==> src/rtl/sync_fifo_pkg.sv <==
// Shared defaults and address-width helper for the programmable-threshold synchronous FIFO.
package sync_fifo_pkg;

  localparam int DEF_FIFO_WIDTH = 16;
  localparam int DEF_FIFO_DEPTH = 8;

  function automatic int addr_w(input int depth);
    int w;
    w = 0;
    for (int i = 0; i < 31; i++) begin
      if ((32'd1 << i) < depth) begin
        w = i + 1;
      end
    end
    return w;
  endfunction

endpackage

==> src/rtl/sync_fifo_prog_if.sv <==
// Handshake, data and status bundle of sync_fifo_prog; the FIFO takes the slave side.
interface sync_fifo_prog_if
  import sync_fifo_pkg::*;
#(
  parameter int FIFO_WIDTH = DEF_FIFO_WIDTH,
  parameter int FIFO_DEPTH = DEF_FIFO_DEPTH
);
  localparam int ADDR_W = addr_w(FIFO_DEPTH);

  logic                  flush;
  logic                  wr_en;
  logic [FIFO_WIDTH-1:0] data_in;
  logic                  rd_en;
  logic [ADDR_W:0]       af_thresh;
  logic [ADDR_W:0]       ae_thresh;
  logic [FIFO_WIDTH-1:0] data_out;
  logic                  wr_ack;
  logic                  overflow;
  logic                  underflow;
  logic                  full;
  logic                  empty;
  logic                  almostfull;
  logic                  almostempty;
  logic [ADDR_W:0]       count;

  modport master (
    output flush, wr_en, data_in, rd_en, af_thresh, ae_thresh,
    input  data_out, wr_ack, overflow, underflow, full, empty,
           almostfull, almostempty, count
  );

  modport slave (
    input  flush, wr_en, data_in, rd_en, af_thresh, ae_thresh,
    output data_out, wr_ack, overflow, underflow, full, empty,
           almostfull, almostempty, count
  );
endinterface

==> src/rtl/sync_fifo_ram.sv <==
// FIFO storage: one synchronous write port, one asynchronous read port, never reset.
module sync_fifo_ram #(
  parameter int FIFO_WIDTH = 16,
  parameter int FIFO_DEPTH = 8,
  parameter int ADDR_W     = 3
) (
  input  logic                  clk,
  input  logic                  i_we,
  input  logic [ADDR_W-1:0]     i_waddr,
  input  logic [FIFO_WIDTH-1:0] i_wdata,
  input  logic [ADDR_W-1:0]     i_raddr,
  output logic [FIFO_WIDTH-1:0] o_rdata
);
  logic [FIFO_WIDTH-1:0] r_mem [FIFO_DEPTH];

  // write port; contents survive reset and flush
  always_ff @(posedge clk) begin
    if (i_we) begin
      r_mem[i_waddr] <= i_wdata;
    end
  end

  assign o_rdata = r_mem[i_raddr];
endmodule

==> src/rtl/sync_fifo_prog.sv <==
// Synchronous FIFO with programmable almost-full/almost-empty thresholds.
// Define SYNC_FIFO_FWFT_EN for first-word-fall-through data_out; default is registered read data.
module sync_fifo_prog
  import sync_fifo_pkg::*;
#(
  parameter int FIFO_WIDTH = DEF_FIFO_WIDTH,
  parameter int FIFO_DEPTH = DEF_FIFO_DEPTH
) (
  input logic             clk,
  input logic             rst_n,
  sync_fifo_prog_if.slave bus
);
  localparam int ADDR_W = addr_w(FIFO_DEPTH);

  logic [ADDR_W-1:0]     r_wr_ptr;
  logic [ADDR_W-1:0]     r_rd_ptr;
  logic [ADDR_W:0]       r_count;
  logic                  r_wr_ack;
  logic                  r_overflow;
  logic                  r_underflow;
  logic                  w_full;
  logic                  w_empty;
  logic                  w_wr_acc;
  logic                  w_rd_acc;
  logic [FIFO_WIDTH-1:0] w_rd_data;

  assign w_full   = (r_count == (ADDR_W+1)'(FIFO_DEPTH));
  assign w_empty  = (r_count == (ADDR_W+1)'(0));
  assign w_wr_acc = bus.wr_en & ~w_full  & ~bus.flush;
  assign w_rd_acc = bus.rd_en & ~w_empty & ~bus.flush;

  sync_fifo_ram #(
    .FIFO_WIDTH (FIFO_WIDTH),
    .FIFO_DEPTH (FIFO_DEPTH),
    .ADDR_W     (ADDR_W)
  ) u_ram (
    .clk     (clk),
    .i_we    (w_wr_acc),
    .i_waddr (r_wr_ptr),
    .i_wdata (bus.data_in),
    .i_raddr (r_rd_ptr),
    .o_rdata (w_rd_data)
  );

  // pointers, occupancy and one-cycle status pulses; pointers wrap naturally at ADDR_W bits
  always_ff @(posedge clk or negedge rst_n) begin
    if (!rst_n) begin
      r_wr_ptr    <= '0;
      r_rd_ptr    <= '0;
      r_count     <= '0;
      r_wr_ack    <= 1'b0;
      r_overflow  <= 1'b0;
      r_underflow <= 1'b0;
    end else if (bus.flush) begin
      r_wr_ptr    <= '0;
      r_rd_ptr    <= '0;
      r_count     <= '0;
      r_wr_ack    <= 1'b0;
      r_overflow  <= 1'b0;
      r_underflow <= 1'b0;
    end else begin
      if (w_wr_acc) begin
        r_wr_ptr <= r_wr_ptr + ADDR_W'(1);
      end
      if (w_rd_acc) begin
        r_rd_ptr <= r_rd_ptr + ADDR_W'(1);
      end
      r_count     <= r_count + {(ADDR_W)'(0), w_wr_acc} - {(ADDR_W)'(0), w_rd_acc};
      r_wr_ack    <= w_wr_acc;
      r_overflow  <= bus.wr_en & w_full;
      r_underflow <= bus.rd_en & w_empty;
    end
  end

`ifdef SYNC_FIFO_FWFT_EN
  assign bus.data_out = w_empty ? '0 : w_rd_data;
`else
  logic [FIFO_WIDTH-1:0] r_data_out;

  // registered read data, held between accepted reads and across flush
  always_ff @(posedge clk or negedge rst_n) begin
    if (!rst_n) begin
      r_data_out <= '0;
    end else if (w_rd_acc) begin
      r_data_out <= w_rd_data;
    end
  end

  assign bus.data_out = r_data_out;
`endif

  assign bus.count       = r_count;
  assign bus.wr_ack      = r_wr_ack;
  assign bus.overflow    = r_overflow;
  assign bus.underflow   = r_underflow;
  assign bus.full        = w_full;
  assign bus.empty       = w_empty;
  assign bus.almostfull  = (r_count >= bus.af_thresh);
  assign bus.almostempty = (r_count <= bus.ae_thresh);
endmodule

==> src/flat_wrapper.sv <==
// flat-port wrapper written by rule: the top's interface ports become plain ports
module sync_fifo_prog_flat import sync_fifo_pkg::*;
#(
  parameter int FIFO_WIDTH = DEF_FIFO_WIDTH,
  parameter int FIFO_DEPTH = DEF_FIFO_DEPTH
)
  (clk, rst_n, bus_flush, bus_wr_en, bus_data_in, bus_rd_en, bus_af_thresh, bus_ae_thresh, bus_data_out, bus_wr_ack, bus_overflow, bus_underflow, bus_full, bus_empty, bus_almostfull, bus_almostempty, bus_count);
  sync_fifo_prog_if #(.FIFO_WIDTH(FIFO_WIDTH), .FIFO_DEPTH(FIFO_DEPTH)) bus_i ();
  input logic clk;
  input logic rst_n;
  input wire logic [$bits(bus_i.flush)-1:0] bus_flush;
  input wire logic [$bits(bus_i.wr_en)-1:0] bus_wr_en;
  input wire logic [$bits(bus_i.data_in)-1:0] bus_data_in;
  input wire logic [$bits(bus_i.rd_en)-1:0] bus_rd_en;
  input wire logic [$bits(bus_i.af_thresh)-1:0] bus_af_thresh;
  input wire logic [$bits(bus_i.ae_thresh)-1:0] bus_ae_thresh;
  output wire logic [$bits(bus_i.data_out)-1:0] bus_data_out;
  output wire logic [$bits(bus_i.wr_ack)-1:0] bus_wr_ack;
  output wire logic [$bits(bus_i.overflow)-1:0] bus_overflow;
  output wire logic [$bits(bus_i.underflow)-1:0] bus_underflow;
  output wire logic [$bits(bus_i.full)-1:0] bus_full;
  output wire logic [$bits(bus_i.empty)-1:0] bus_empty;
  output wire logic [$bits(bus_i.almostfull)-1:0] bus_almostfull;
  output wire logic [$bits(bus_i.almostempty)-1:0] bus_almostempty;
  output wire logic [$bits(bus_i.count)-1:0] bus_count;
  assign bus_i.flush = bus_flush;
  assign bus_i.wr_en = bus_wr_en;
  assign bus_i.data_in = bus_data_in;
  assign bus_i.rd_en = bus_rd_en;
  assign bus_i.af_thresh = bus_af_thresh;
  assign bus_i.ae_thresh = bus_ae_thresh;
  assign bus_data_out = bus_i.data_out;
  assign bus_wr_ack = bus_i.wr_ack;
  assign bus_overflow = bus_i.overflow;
  assign bus_underflow = bus_i.underflow;
  assign bus_full = bus_i.full;
  assign bus_empty = bus_i.empty;
  assign bus_almostfull = bus_i.almostfull;
  assign bus_almostempty = bus_i.almostempty;
  assign bus_count = bus_i.count;
  sync_fifo_prog #(.FIFO_WIDTH(FIFO_WIDTH), .FIFO_DEPTH(FIFO_DEPTH)) u_core (.clk(clk), .rst_n(rst_n), .bus(bus_i));
endmodule
==> config.mk <==
export PLATFORM = sky130hd
export DESIGN_NAME = sync_fifo_prog_flat
export DESIGN_NICKNAME = d
export VERILOG_FILES = /design/src/rtl/sync_fifo_pkg.sv /design/src/rtl/sync_fifo_prog_if.sv /design/src/rtl/sync_fifo_ram.sv /design/src/rtl/sync_fifo_prog.sv /design/src/flat_wrapper.sv
export SDC_FILE = /design/constraint.sdc
export NUM_CORES = 1
export LEC_CHECK = 0
export CAP_MARGIN = 30
export CORE_ASPECT_RATIO = 0.6
export CORE_UTILIZATION = 45
export CTS_CLUSTER_DIAMETER = 60
export DETAILED_ROUTE_END_ITERATION = 8
export PLACE_DENSITY_LB_ADDON = 0.1
export SLEW_MARGIN = 0
export SYNTH_ARGS = -nofsm -noshare
export SYNTH_HDL_FRONTEND = slang
export SYNTH_SLANG_ARGS = --single-unit
export TNS_END_PERCENT = 1
==> constraint.sdc <==
create_clock -name clk -period 3.9 [get_ports clk]
set_input_delay 0.585 -clock clk [delete_from_list [all_inputs] [get_ports clk]]
set_output_delay 0.585 -clock clk [all_outputs]
set_load 0.05 [all_outputs]
==> flow_summary.html, run 1 <==
<table>
<tr><th>Metric</th><th>Value</th></tr>
<tr><th colspan="2">Status</th></tr>
<tr><td>Result of the run</td><td>completed</td></tr>
<tr><th colspan="2">Critical path</th></tr>
<tr><td>Capturing point of the worst reg2reg path</td><td>u_core.bus.count[2]</td></tr>
<tr><td>Data required time of the worst path</td><td>3.31 ns</td></tr>
<tr><td>Kind of launch point of the worst setup path</td><td>input pin</td></tr>
<tr><td>CP max stage cell</td><td>clkdlybuf4s50_1</td></tr>
<tr><td>Cell count along the critical path</td><td>8</td></tr>
<tr><td>Setup slack of the worst register-to-register path</td><td>0.99 ns</td></tr>
<tr><td>Count of buffering cells on the critical path with inverters included</td><td>3</td></tr>
<tr><td>Largest fanout on the critical path</td><td>2</td></tr>
<tr><td>Cell count of the worst reg-to-reg path</td><td>11</td></tr>
<tr><td>First element of the critical path</td><td>bus_ae_thresh[1]</td></tr>
<tr><td>Arrival time of the worst setup path</td><td>2.78 ns</td></tr>
<tr><td>Worst r2r src</td><td>u_core.bus.count[2]</td></tr>
<tr><td>Worst Setup End Kind</td><td>output port</td></tr>
<tr><td>Endpoint of the most critical setup path</td><td>bus_almostempty</td></tr>
<tr><td>Worst Setup Path Type</td><td>input pin to output port</td></tr>
<tr><td>Top cell family by delay on the critical path</td><td>buffers and inverters</td></tr>
<tr><td>Maximum cell stage delay along the critical path</td><td>0.82 ns</td></tr>
<tr><td>Critical-path cell list</td><td>clkdlybuf4s50_1 &gt; inv_1 &gt; ha_1 &gt; nor2b_1 &gt; o21a_1 &gt; o21a_1 &gt; o21ai_0 &gt; clkdlybuf4s50_1</td></tr>
<tr><th colspan="2">Min path</th></tr>
<tr><td>Hold path startpoint</td><td>u_core.bus.data_out[11]</td></tr>
<tr><td>Type of the tightest min-delay check</td><td>flop to flop</td></tr>
<tr><th colspan="2">Synthesis</th></tr>
<tr><td>Distinct cell type count after synthesis</td><td>32</td></tr>
<tr><td>Combined area of all synthesized cells</td><td>6466 um^2</td></tr>
<tr><td>Largest area contributor in the synthesized netlist</td><td>edfxtp_1</td></tr>
<tr><td>Biggest area contributors in the synthesized netlist</td><td>edfxtp_1, dfrtp_1, mux2i_1</td></tr>
<tr><td>Area share of the largest cell type after synthesis</td><td>0.5944</td></tr>
<tr><td>Synth warn</td><td>0</td></tr>
<tr><td>Mapped Nets</td><td>458</td></tr>
<tr><td>Average cell area after synthesis</td><td>15.69 um^2</td></tr>
<tr><td>Synth Instances</td><td>412</td></tr>
<tr><td>Seq/Total Area, Yosys</td><td>0.7067</td></tr>
<tr><td>Count of state elements after synthesis</td><td>157</td></tr>
<tr><th colspan="2">Drt</th></tr>
<tr><td>Router iterations before antenna repair</td><td>4</td></tr>
<tr><td>Initial DRC count</td><td>233</td></tr>
<tr><td>DR vias</td><td>3509</td></tr>
<tr><td>DRC violations left</td><td>0</td></tr>
<tr><td>Average vias per placed instance</td><td>5.100</td></tr>
<tr><td>Mean routed wirelength per cell</td><td>18.88 um</td></tr>
<tr><td>Remaining number of nets flagged by the antenna check after routing</td><td>0</td></tr>
<tr><td>Final routed wirelength across all metal layers</td><td>12990 um</td></tr>
<tr><th colspan="2">Floorplanning</th></tr>
<tr><td>Width of the die</td><td>156.8 um</td></tr>
<tr><td>Initial Utilization</td><td>0.4675</td></tr>
<tr><td>Die area</td><td>14870 um^2</td></tr>
<tr><td>I/O Pins</td><td>56</td></tr>
<tr><td>Core area</td><td>13830 um^2</td></tr>
<tr><td>Number of cell rows</td><td>33</td></tr>
<tr><td>Y dimension of the die</td><td>94.85 um</td></tr>
<tr><th colspan="2">Finish</th></tr>
<tr><td>Ratio of cells with drive above 1 in the final layout</td><td>0.1331</td></tr>
<tr><td>Antenna Diode Count</td><td>0</td></tr>
<tr><td>Leading cell types in the layout, fill and taps excluded</td><td>edfxtp_1, mux2i_1, clkdlybuf4s50_1</td></tr>
<tr><td>Synth-to-layout area growth</td><td>21.21%</td></tr>
<tr><td>Net count reported at finish</td><td>529</td></tr>
<tr><td>Most frequent standard cell in the layout excluding fill and tap cells</td><td>edfxtp_1</td></tr>
<tr><td>Fin cells</td><td>688</td></tr>
<tr><td>Final instance area</td><td>7838 um^2</td></tr>
<tr><td># fillers</td><td>1097</td></tr>
<tr><th colspan="2">STA</th></tr>
<tr><td>Worst setup skew after layout</td><td>0.01006 ns</td></tr>
<tr><td>Setup TNS</td><td>0 ns</td></tr>
<tr><td>Final cycle utilization of the critical path</td><td>0.8628</td></tr>
<tr><td>Final setup vio count</td><td>0</td></tr>
<tr><td>Final period demand of the worst path</td><td>3.365 ns</td></tr>
<tr><td>Fmax</td><td>297.2 MHz</td></tr>
<tr><td>Setup repair after global routing missed its margin</td><td>no</td></tr>
<tr><td>Number of pins with negative max-slew slack in the final report</td><td>0</td></tr>
<tr><td>Worst Tran Pin Value</td><td>0.9367 ns</td></tr>
<tr><td>Final-report hold violation count</td><td>0</td></tr>
<tr><td>Tightest slew margin relative to the limit</td><td>0.3727</td></tr>
<tr><th colspan="2">Global route</th></tr>
<tr><td>Largest net degree at the start of global routing</td><td>34</td></tr>
<tr><td>First-pass GRT wire length</td><td>20510 um</td></tr>
<tr><td>Gr ovfl total</td><td>0</td></tr>
<tr><td>Initial antenna violation count</td><td>0</td></tr>
<tr><td>Overall Global Routing Usage</td><td>0.1957</td></tr>
<tr><td>Number of global-route vias before repair</td><td>3639</td></tr>
<tr><th colspan="2">Clocking</th></tr>
<tr><td>Max Buffers Root-to-Sink</td><td>2</td></tr>
<tr><td>Post-CTS clock slew at the launch and capture registers of the worst setup and hold paths</td><td>0.06 ns</td></tr>
<tr><td>Clock latency at the later pin of the worst-skew pair</td><td>0.42 ns</td></tr>
<tr><td>Clock Tree Root</td><td>clkbuf_16</td></tr>
<tr><td>Postcts setup bufs</td><td>0</td></tr>
<tr><td>Inserted Clock Buffers</td><td>17</td></tr>
<tr><td>Resize count post-CTS</td><td>0</td></tr>
<tr><td>CTS tree</td><td>built</td></tr>
<tr><td>Hold-fix buffer count after cts</td><td>0</td></tr>
<tr><td>Clock tree sinks</td><td>157</td></tr>
<tr><td>Count of H-tree levels built during CTS</td><td>4</td></tr>
<tr><th colspan="2">Place</th></tr>
<tr><td>Port Buffer Count</td><td>55</td></tr>
<tr><td>HPWL Detailed</td><td>8065 um</td></tr>
<tr><td>Weighted congestion at the end of routability-driven global placement</td><td>0.7406</td></tr>
<tr><td>Placed inst area</td><td>7282 um^2</td></tr>
<tr><td>Post-Place Cells</td><td>655</td></tr>
<tr><th colspan="2">Pwr</th></tr>
<tr><td>Max IR drop VDD</td><td>0.2964 mV</td></tr>
<tr><td>Reported leakage power</td><td>2.844 nW</td></tr>
<tr><td>Power per standard cell area</td><td>670.5 nW/um^2</td></tr>
<tr><th colspan="2">Flow run</th></tr>
<tr><td>Max-cap violations</td><td>0</td></tr>
</table>
[cell usage after synthesis, drive strengths merged]
master  instances
inv            15
nand3          20
o21ai           1
and2            1
clkbuf          5
fa              1
xor2            4
ha             16
o21a            2
buf            14
nor2           16
mux2i          64
a21oi           3
nand2b          6
edfxtp        128
a21o            4
nor3            2
or3             1
nand4           1
or3b            2
nand2          38
dfrtp          29
xnor2           2
a22oi          32
nor2b           5
[stage by stage]
| step | setup WS [ns] | hold slack [ns] | power [mW] | util |
|---|---|---|---|---|
| finish | 0.5351 | 0.4730 | 5.255 | 0.5666 |
| global route | 0.4148 | 0.5003 | 5.525 | 0.5666 |
| CTS | 0.5106 | 0.4786 | 5.319 | 0.5655 |
| detailed placement | 0.5043 | 0.4623 | 3.813 | 0.5265 |
| global placement | 0.5645 | 0.4617 | 3.788 | 0.5265 |
| floorplan | 0.4295 | 0.2894 | 3.368 | - |
[routing by layer]
metal,vias up,GRT usage,share of wire
met2,88,0.3048,0.47
met5,-,0,0
met1,1729,0.2731,0.46
met4,0,0.06373,0.0059
met3,9,0.04452,0.068
li1,1683,-,-
[how the worst min path moves through the flow]
| stage | slack, ns | to | cells after the start |
|---|---|---|---|
| 6_report | 0.47 | u_core.bus.data_out[11] | 2 |
| 5_1_grt | 0.50 | u_core.bus.data_out[11] | 2 |
| 4_1_cts | 0.48 | u_core.bus.data_out[8] | 2 |
| 3_5_place_dp | 0.46 | u_core.bus.data_out[8] | 2 |
| 3_3_place_gp | 0.46 | u_core.bus.data_out[3] | 2 |
| 2_1_floorplan | 0.29 | u_core.bus.count[0] | 0 |
[cells by family after synthesis]
kind of cell,after synthesis,synth area share
fa+ha+maj,17,0.03406
flops,157,0.7067
buf+inv,34,0.03212
mux,64,0.09907
xor+xnor,6,0.008127
simple gates,92,0.07276
compound gates,42,0.04721
[flip-flops by register name, indices dropped and copies added, names as in the netlist]
name and cells:
u_core.u_ram.r_mem 128, u_core.bus.data_out 16, u_core.bus.count 4, u_core.r_rd_ptr 3
u_core.r_wr_ptr 3, u_core.bus.overflow 1, u_core.bus.underflow 1, u_core.bus.wr_ack 1
[worst reg2reg max path: stages, from the launching register on]
cell,delay [ns]
dfrtp_1,0.43
inv_1,0.14
ha_1,0.16
or3b_1,0.47
nand2b_4,0.31
inv_6,0.16
ha_1,0.31
inv_1,0.04
ha_1,0.20
fa_1,0.38
xnor2_1,0.15
nor2_1,0.05
[power by group]
part	internal (mW)	total, mW	switching [mW]
sequential	1.98	2.15	0.174
clock	0.821	1.50	0.674
combinational	0.638	1.61	0.972
total	3.43	5.26	1.82
[cell type report]
type                    instances  area (um^2)  area share
repair buffers                 71        715.7     0.09132
clock inverters                15        115.1     0.01469
well taps                     192        240.2     0.03065
inverters                      15        61.31    0.007822
clock buffers                  17        425.4     0.05428
flip-flops and latches        157         4573      0.5835
multi-input cells             221         1707      0.2178
(Power assumes the default switching activity.)
==> inputs of run 2 (changes only) <==
- CORE_UTILIZATION: 45 -> 55
==> run 2 against run 1 <==
- combinational power about the same
- sequential share of layout area increased by 0.26 points
- maximum frequency decreased by 0.34%
- cell count decreased by 5.4%
- core utilization increased by 12 points
- critical path depth unchanged
- hold slack got worse by 0.0022 ns
- setup slack got worse by 0.012 ns
- first-iteration DRC count increased by 26%
- wire length decreased by 2.3%
==> flow_summary.html, run 2 (same netlist as run 1, synthesis figures left out) <==
<table>
<tr><th>Metric</th><th>Value</th></tr>
<tr><th colspan="2">Status</th></tr>
<tr><td>Result of the run</td><td>completed (unchanged)</td></tr>
<tr><th colspan="2">STA</th></tr>
<tr><td>Final worst hold slack</td><td>0.4708 ns (was 0.4730 ns)</td></tr>
<tr><td>Tightest slew margin relative to the limit</td><td>0.3573 (was 0.3727)</td></tr>
<tr><td>Final-report hold violation count</td><td>0 (unchanged)</td></tr>
<tr><td>Final period demand of the worst path</td><td>3.376 ns (was 3.365 ns)</td></tr>
<tr><td>Worst Tran Pin Value</td><td>0.9598 ns (was 0.9367 ns)</td></tr>
<tr><td>Setup TNS</td><td>0 ns (unchanged)</td></tr>
<tr><td>Final cycle utilization of the critical path</td><td>0.8658 (was 0.8628)</td></tr>
<tr><td>Worst setup skew after layout</td><td>0.007396 ns (was 0.01006 ns)</td></tr>
<tr><td>Final critical-path setup slack</td><td>0.5235 ns (was 0.5351 ns)</td></tr>
<tr><td>Fmax</td><td>296.2 MHz (was 297.2 MHz)</td></tr>
<tr><td>Number of pins with negative max-slew slack in the final report</td><td>0 (unchanged)</td></tr>
<tr><td>Final setup vio count</td><td>0 (unchanged)</td></tr>
<tr><td>Setup repair after global routing missed its margin</td><td>no (unchanged)</td></tr>
<tr><th colspan="2">Critical path</th></tr>
<tr><td>Data required time of the worst path</td><td>3.31 ns (about the same)</td></tr>
<tr><td>Worst Setup End Kind</td><td>output port (unchanged)</td></tr>
<tr><td>Cell count of the worst reg-to-reg path</td><td>11 (unchanged)</td></tr>
<tr><td>Worst Setup Path Type</td><td>input pin to output port (unchanged)</td></tr>
<tr><td>Arrival time of the worst setup path</td><td>2.79 ns (was 2.78 ns)</td></tr>
<tr><td>Kind of launch point of the worst setup path</td><td>input pin (unchanged)</td></tr>
<tr><td>Largest fanout on the critical path</td><td>2 (unchanged)</td></tr>
<tr><th colspan="2">Place</th></tr>
<tr><td>Place WS</td><td>0.5361 ns (was 0.5043 ns)</td></tr>
<tr><td>HPWL Detailed</td><td>7456 um (was 8065 um)</td></tr>
<tr><td>Weighted congestion at the end of routability-driven global placement</td><td>0.7045 (was 0.7406)</td></tr>
<tr><td>Port Buffer Count</td><td>55 (unchanged)</td></tr>
<tr><td>Placed inst area</td><td>7199 um^2 (was 7282 um^2)</td></tr>
<tr><td>Post-Place Cells</td><td>620 (was 655)</td></tr>
<tr><th colspan="2">Drt</th></tr>
<tr><td>DRC violations left</td><td>0 (unchanged)</td></tr>
<tr><td>Remaining number of nets flagged by the antenna check after routing</td><td>0 (unchanged)</td></tr>
<tr><td>DR vias</td><td>3497 (was 3509)</td></tr>
<tr><td>Final routed wirelength across all metal layers</td><td>12680 um (was 12990 um)</td></tr>
<tr><td>Router iterations before antenna repair</td><td>4 (unchanged)</td></tr>
<tr><td>Initial DRC count</td><td>293 (was 233)</td></tr>
<tr><td>Mean routed wirelength per cell</td><td>19.48 um (was 18.88 um)</td></tr>
<tr><td>Average vias per placed instance</td><td>5.372 (was 5.100)</td></tr>
<tr><th colspan="2">Pwr</th></tr>
<tr><td>Internal Dissipation</td><td>3.650 mW (was 3.434 mW)</td></tr>
<tr><td>Max IR drop VDD</td><td>0.4924 mV (was 0.2964 mV)</td></tr>
<tr><td>Net Sw Power</td><td>1.802 mW (was 1.821 mW)</td></tr>
<tr><td>Total power after layout</td><td>5.451 mW (was 5.255 mW)</td></tr>
<tr><td>Reported leakage power</td><td>2.851 nW (was 2.844 nW)</td></tr>
<tr><td>Sequential cell fraction of total power</td><td>0.392 (was 0.409)</td></tr>
<tr><td>Comb power frac</td><td>0.301 (was 0.306)</td></tr>
<tr><td>Share of total power in the clock network</td><td>0.307 (was 0.285)</td></tr>
<tr><td>Power per standard cell area</td><td>698.7 nW/um^2 (was 670.5 nW/um^2)</td></tr>
<tr><td>Switching Share</td><td>0.3305 (was 0.3465)</td></tr>
<tr><th colspan="2">Floorplanning</th></tr>
<tr><td>Width of the die</td><td>142.0 um (was 156.8 um)</td></tr>
<tr><td>Core area</td><td>11370 um^2 (was 13830 um^2)</td></tr>
<tr><td>Y dimension of the die</td><td>85.99 um (was 94.85 um)</td></tr>
<tr><td>Initial Utilization</td><td>0.5685 (was 0.4675)</td></tr>
<tr><td>I/O Pins</td><td>56 (unchanged)</td></tr>
<tr><td>Die area</td><td>12210 um^2 (was 14870 um^2)</td></tr>
<tr><td>Number of cell rows</td><td>30 (was 33)</td></tr>
<tr><th colspan="2">Finish</th></tr>
<tr><td># fillers</td><td>787 (was 1097)</td></tr>
<tr><td>Final instance area</td><td>7802 um^2 (was 7838 um^2)</td></tr>
<tr><td>Flip-flop count of the largest register, all copies and words added</td><td>128 (unchanged)</td></tr>
<tr><td>Antenna Diode Count</td><td>0 (unchanged)</td></tr>
<tr><td>Most flops, register</td><td>u_core.u_ram.r_mem (unchanged)</td></tr>
<tr><td>Final standard cell utilization of the core</td><td>0.6860 (was 0.5666)</td></tr>
<tr><td>Total area of multi-input combinational cells</td><td>1704 um^2 (was 1707 um^2)</td></tr>
<tr><td>Synth-to-layout area growth</td><td>20.67% (was 21.21%)</td></tr>
<tr><td>Leading cell types in the layout, fill and taps excluded</td><td>edfxtp_1, mux2i_1, clkdlybuf4s50_1 (unchanged)</td></tr>
<tr><td>Ratio of cells with drive above 1 in the final layout</td><td>0.1222 (was 0.1331)</td></tr>
<tr><td>Net count reported at finish</td><td>525 (was 529)</td></tr>
<tr><td>Most frequent standard cell in the layout excluding fill and tap cells</td><td>edfxtp_1 (unchanged)</td></tr>
<tr><td>Sequential cell area</td><td>4573 um^2 (unchanged)</td></tr>
<tr><td>Fin cells</td><td>651 (was 688)</td></tr>
<tr><th colspan="2">Clocking</th></tr>
<tr><td>Postcts setup bufs</td><td>0 (unchanged)</td></tr>
<tr><td>CTS tree</td><td>built (unchanged)</td></tr>
<tr><td>Inserted Clock Buffers</td><td>17 (unchanged)</td></tr>
<tr><td>Clock Tree Root</td><td>clkbuf_16 (unchanged)</td></tr>
<tr><td>Post-CTS clock slew at the launch and capture registers of the worst setup and hold paths</td><td>0.06 ns (about the same)</td></tr>
<tr><td>Resize count post-CTS</td><td>0 (unchanged)</td></tr>
<tr><td>Max Buffers Root-to-Sink</td><td>2 (unchanged)</td></tr>
<tr><td>Count of H-tree levels built during CTS</td><td>4 (unchanged)</td></tr>
<tr><td>Clock tree sinks</td><td>157 (unchanged)</td></tr>
<tr><td>Hold-fix buffer count after cts</td><td>0 (unchanged)</td></tr>
<tr><td>Clock latency at the later pin of the worst-skew pair</td><td>0.41 ns (was 0.42 ns)</td></tr>
<tr><th colspan="2">Min path</th></tr>
<tr><td>Type of the tightest min-delay check</td><td>flop to flop (unchanged)</td></tr>
<tr><td>Worst hold path stage count</td><td>2 (unchanged)</td></tr>
<tr><th colspan="2">Global route</th></tr>
<tr><td>First-pass GRT wire length</td><td>19080 um (was 20510 um)</td></tr>
<tr><td>Largest net degree at the start of global routing</td><td>41 (was 34)</td></tr>
<tr><td>Overall Global Routing Usage</td><td>0.2228 (was 0.1957)</td></tr>
<tr><td>Gr ovfl total</td><td>0 (unchanged)</td></tr>
<tr><td>Initial antenna violation count</td><td>0 (unchanged)</td></tr>
<tr><td>Number of global-route vias before repair</td><td>3429 (was 3639)</td></tr>
<tr><th colspan="2">Flow run</th></tr>
<tr><td>Max-cap violations</td><td>0 (unchanged)</td></tr>
</table>
run 2: routing by layer:
metal | wire length [um] | vias up | part of all wire | GRT usage
met5 | 0 | - | 0 | 0
met4 | 85 | 0 | 0.0067 | 0.06256
met1 | 5664 | 1719 | 0.45 | 0.3015
met2 | 6045 | 94 | 0.48 | 0.3601
met3 | 887 | 8 | 0.070 | 0.05807
li1 | - | 1676 | - | -
run 2: path summary, 6_finish.rpt:
kind                                   startpoint  slack (ns)                endpoint
setup reg to reg              u_core.bus.count[2]        1.00     u_core.bus.count[2]
min in group asynchronous                   rst_n        0.68      u_core.r_wr_ptr[0]
setup / recovery                 bus_ae_thresh[1]        0.52         bus_almostempty
max in group asynchronous                   rst_n        2.49  u_core.bus.data_out[7]
hold reg to reg            u_core.bus.data_out[7]        0.47  u_core.bus.data_out[7]
hold / removal             u_core.bus.data_out[7]        0.47  u_core.bus.data_out[7]
run 2: area by class of cell:
type                            count  area share
Clock buffer                       18     0.05629
Tap cell                          160     0.02566
Sequential cell                   157      0.5861
Inverter                           15    0.007858
Timing Repair Buffer               67     0.08467
Multi-Input combinational cell    221      0.2184
Clock inverter                     13     0.02101
run 2: worst max-delay path: stages:
cell	delay, ns
clkdlybuf4s50_1	0.46
inv_1	0.04
ha_1	0.27
nor2b_1	0.13
o21a_1	0.16
o21a_1	0.15
o21ai_0	0.16
clkdlybuf4s50_1	0.83
run 2: power by group through the flow:
stage | clock network, mW | logic (mW) | registers, mW
2_1_floorplan | 0 | 0.943 | 2.43
3_3_place_gp | 0 | 1.52 | 2.25
3_5_place_dp | 0 | 1.65 | 2.17
4_1_cts | 1.69 | 1.66 | 2.14
5_1_grt | 1.76 | 1.76 | 2.16
6_report | 1.67 | 1.64 | 2.14
